[config.mk]
export PLATFORM = sky130hd
export DESIGN_NAME = gates_bist_scoreboard
export DESIGN_NICKNAME = d
export VERILOG_FILES = /design/src/rtl/gates_bist_pkg.sv /design/src/rtl/gates_bist_scoreboard.sv
export SDC_FILE = /design/constraint.sdc
export NUM_CORES = 1
export LEC_CHECK = 0
export ABC_AREA = 1
export CAP_MARGIN = 20
export CORE_MARGIN = 2
export CORE_UTILIZATION = 47
export CTS_CLUSTER_DIAMETER = 60
export CTS_CLUSTER_SIZE = 14
export DETAILED_ROUTE_END_ITERATION = 12
export PLACE_DENSITY = 0.9
export REMOVE_ABC_BUFFERS = 1
export SYNTH_ARGS = -nofsm -noshare
export SYNTH_HDL_FRONTEND = slang
export SYNTH_SLANG_ARGS = --single-unit
[constraint.sdc]
create_clock -name clk -period 1.7 [get_ports clk]
set_input_delay 0.51 -clock clk [delete_from_list [all_inputs] [get_ports clk]]
set_output_delay 0.51 -clock clk [all_outputs]
set_load 0.03 [all_outputs]
[src/rtl/gates_bist_pkg.sv]
// Shared types and golden truth table for the two-input gate bank self-test.
package gates_bist_pkg;

  typedef enum logic [2:0] {IDLE, DRIVE, SETTLE, CHECK, DONE} bist_state_t;

  localparam int unsigned GATE_OUTS = 8;

  localparam int unsigned BIT_AND  = 0;
  localparam int unsigned BIT_OR   = 1;
  localparam int unsigned BIT_NOTA = 2;
  localparam int unsigned BIT_NOTB = 3;
  localparam int unsigned BIT_XOR  = 4;
  localparam int unsigned BIT_NAND = 5;
  localparam int unsigned BIT_NOR  = 6;
  localparam int unsigned BIT_XNOR = 7;

  function automatic logic [GATE_OUTS-1:0] golden_rsp(input logic a, input logic b);
    logic [GATE_OUTS-1:0] g;
    g           = '0;
    g[BIT_AND]  = a & b;
    g[BIT_OR]   = a | b;
    g[BIT_NOTA] = ~a;
    g[BIT_NOTB] = ~b;
    g[BIT_XOR]  = a ^ b;
    g[BIT_NAND] = ~(a & b);
    g[BIT_NOR]  = ~(a | b);
    g[BIT_XNOR] = ~(a ^ b);
    return g;
  endfunction

endpackage

[src/rtl/gates_bist_scoreboard.sv]
// Response checker: mismatch against golden, sticky fail mask, saturating
// error count and capture of the first failing vector.
module gates_bist_scoreboard
  import gates_bist_pkg::*;
#(
  parameter int unsigned CNT_W = 8
) (
  input  logic                 clk,
  input  logic                 rst_n,
  input  logic                 clr_i,
  input  logic                 chk_en_i,
  input  logic [1:0]           vec_i,
  input  logic [GATE_OUTS-1:0] rsp_i,
  output logic [GATE_OUTS-1:0] fail_mask_o,
  output logic [CNT_W-1:0]     err_cnt_o,
  output logic [1:0]           first_fail_vec_o
);

  logic [GATE_OUTS-1:0] mism;
  logic [GATE_OUTS-1:0] fail_mask_q, fail_mask_d;
  logic [CNT_W-1:0]     err_cnt_q, err_cnt_d;
  logic [1:0]           ffv_q, ffv_d;

  assign mism = rsp_i ^ golden_rsp(vec_i[1], vec_i[0]);

  always_comb begin
    fail_mask_d = fail_mask_q;
    err_cnt_d   = err_cnt_q;
    ffv_d       = ffv_q;
    if (clr_i) begin
      fail_mask_d = '0;
      err_cnt_d   = '0;
      ffv_d       = '0;
    end else if (chk_en_i) begin
      fail_mask_d = fail_mask_q | mism;
      if (mism != '0) begin
        if (err_cnt_q != '1) err_cnt_d = err_cnt_q + CNT_W'(1);
        // Only the very first failing vector of a run is recorded.
        if (err_cnt_q == '0) ffv_d = vec_i;
      end
    end
  end

  always_ff @(posedge clk or negedge rst_n) begin
    if (!rst_n) begin
      fail_mask_q <= '0;
      err_cnt_q   <= '0;
      ffv_q       <= '0;
    end else begin
      fail_mask_q <= fail_mask_d;
      err_cnt_q   <= err_cnt_d;
      ffv_q       <= ffv_d;
    end
  end

  assign fail_mask_o      = fail_mask_q;
  assign err_cnt_o        = err_cnt_q;
  assign first_fail_vec_o = ffv_q;

endmodule

==> flow_summary.toml <==
[sta]
finalHoldViolations = 0
setup_viol = 0
fin_ws_ps = 101
unrepaired_setup_endpoints_after_global_routing = "false"
fmax_ghz = 0.625
worst_clock_skew_ps = 0.584
min_period_ps = 1600
final_min_period_over_clock_period = 0.941
slew-limit-headroom = 0.795
max_slew.worst_pin.slew_ps = 308
maxSlewViolCount = 0

[synthesis]
synthesized_area_divided_by_synthesized_cell_count_um2 = 6.80
synthesized_cell_area_um2 = 1130
ys.warnings.count = 0
synth.yosys.seq_area_share = 0.397
synthesis.instances = 167
synthTopCellsByArea = "dfrtp_1 40%, nand2_1 18%, nand3_1 8.4%"
synth_largest_type_area_fraction = 0.397
postSynthRegisterBits = 18
count_of_cell_types_in_the_netlist = 19
post_synthesis_cell_type_with_the_largest_combined_area = "dfrtp_1"

[worst_setup_path]
worstPathArrival_ps = 1830
capture_instance_of_the_worst_register_to_register_path = "err_cnt_o[2]"
worstReg2RegStart = "err_cnt_o[0]"
crit_fanout = 8
reg2regPathDepth = 10
worst_setup_path_end_kind = "flip-flop"
worst-r2r-setup-slack_ps = 200
crit_path_start_kind = "input port"
timing_worst_setup_path_type = "in2reg"
endpoint = "err_cnt_o[2]"
critical_path.startpoint = "vec_i[1]"
cp_data_required_time_ps = 1930

[place]
placed_area_um2 = 1620
dp_slack_ps = -626
gp_congestion = 0.933
post_dp_hpwl_mm = 2.20
io_buffer_count = 31

[global_routing]
grt_antenna_before_repair = 0
globalRoute.totalOverflow = 0
grt_start_max_net_pins = 19
via_count_of_the_first_global_routing_pass = 1230
grt_pass1_wl_mm = 5.37
track_usage = 0.261

[detailed_routing]
antenna_left = 0
drt-wirelength-per-cell_um = 13.0
routed_via_density = 5.21
detailedRoute.firstIterationViolations = 57
post-route-drc-count = 0
via_count = 1291
route.final.wire_length_mm = 3.22
dr.pass1.iters = 4

[cts]
tritoncts = "yes"
cts_num_sinks = 18
worstSkewPairLatency_ps = 290
maximum_level_of_the_cts_h_tree = 1
postCtsSetupBuffers = 0
cts-buffers-inserted = 3
clk_pin_slew_ps = 100
holdBufCountCts = 0
ctsRootBufferMaster = "clkbuf_4"
cts_max_path_buffers = 2

[min_path]
hp-class = "reg2reg"

[floorplan]
placeableCoreArea_um2 = 2250
die_area_um2 = 2820
dieHeight_um = 53.1
core.rowCount = 17
fp.dieW_um = 53.1
start_util = 0.503
num_ports = 32

[power]
pwr_density_cell_nw_per_um2 = 642
clockPowerShare = 0.245
seqPwrFrac = 0.428
p_comb_frac = 0.327
worst_ir_drop_vdd_mv = 0.531
power_switching_w = 0.000363
leakagePower_nw = 0.949
power.internal_w = 0.000736
netSwitchingFraction = 0.330

[finish]
filler_cell_count = 168
finish.net_count = 239
postLayoutCoreUtil = 0.759
postLayoutCellArea_um2 = 1710
layout-drive-gt1-share = 0.191
area_grow_syn2layout_pct = 50.7
antenna_cells_inserted = 0

[flow_run]
maxCapViolCount = 0

[status]
status = "completed"
## layer usage
layer  GRT usage  routed length (um)
met1       0.312                1310
met2       0.456                1580
met3      0.0282                 213
met4       0.137                 108
met5           0                   0
## power by group through the flow
stage / Clock (W) / Sequential (W) / Combinational (W)
final: 0.000269 / 0.000470 / 0.000359
after global routing: 0.000291 / 0.000474 / 0.000390
after CTS: 0.000274 / 0.000471 / 0.000352
after detailed placement: 0 / 0.000481 / 0.000348
after global placement: 0 / 0.000480 / 0.000335
after floorplan: 0 / 0.000546 / 0.000106
## what timing repair did
item / in CTS / in global routing
gates cloned: 1 / 0
setup endpoints to repair: 28 / 9
pin swaps: 4 / 4
resized for setup: 31 / 4
## flip-flops by register name, summed over array words and instances, names as in the netlist
| name | count |
|---|---|
| first_fail_vec_o | 2 |
| err_cnt_o | 8 |
| fail_mask_o | 8 |
## worst min path at each step
| stage | from | to | slack [ps] | cells past startpoint |
|---|---|---|---|---|
| after global routing | first_fail_vec_o[1] | first_fail_vec_o[1] | 510 | 2 |
| after floorplan | rst_n | err_cnt_o[0] | 210 | 0 |
| final | first_fail_vec_o[1] | first_fail_vec_o[1] | 480 | 2 |
| after CTS | first_fail_vec_o[1] | first_fail_vec_o[1] | 490 | 2 |
| after global placement | first_fail_vec_o[0] | first_fail_vec_o[0] | 460 | 2 |
| after detailed placement | first_fail_vec_o[1] | first_fail_vec_o[1] | 470 | 2 |
## kinds of logic after synthesis
logic type | after synthesis | share of synthesized area
AO/OA/AOI/OAI | 14 | 0.0650
XOR/XNOR | 2 | 0.0154
adder cells (fa/ha/maj) | 4 | 0.0441
buffers and inverters | 30 | 0.103
flip-flops | 18 | 0.397
AND/OR/NAND/NOR | 99 | 0.376
## synth_stat cells, drive strengths merged
library cell and n:
clkbuf 1, nand4 1, dfrtp 18, nor3 3
nand3b 1, buf 3, o21ai 3, ha 4
nand3 20, xnor2 2, a21oi 11, nor2 17
nand2 57, inv 26
## worst max-delay path, stage by stage
cell and delay [ps]:
clkdlybuf4s15_1 210, buf_4 170, ha_4 170, inv_1 50, nand2_1 60, nand2_1 50
nand2_1 80, nor2_4 140, nand3_4 130, nand2_4 130, nand2_1 60, nand2_1 70
## through the flow
step	TNS [ps]	hold WS (ps)	total power (W)	instances
after floorplan	0	214	0.000652	163
after global placement	-6170	458	0.000815	243
after detailed placement	-6780	466	0.000829	243
after CTS	0	487	0.00110	248
after global routing	0	505	0.00115	248
final	0	479	0.00110	248
## layout by cell type, fill, tap and decap left out, drive strengths merged
cell	instances
nand3b	1
nand3	21
ha	4
o21ai	3
inv	26
clkbuf	4
nand4	1
clkdlybuf4s15	2
buf	21
clkdlybuf4s50	11
a21oi	11
nand2	57
nor3	3
dfrtp	18
dlygate4sd2	18
xnor2	2
nor2	17
## final cells by class
type,instances,area (um^2),share of cell area
clock buffer,4,36.3,0.0212
inverter,26,97.6,0.0571
multi-input combinational,120,646,0.377
sequential,18,450,0.263
tap,28,35.0,0.0205
timing repair buffer,52,445,0.260
No activity file was read; power rests on OpenSTA's default activity.
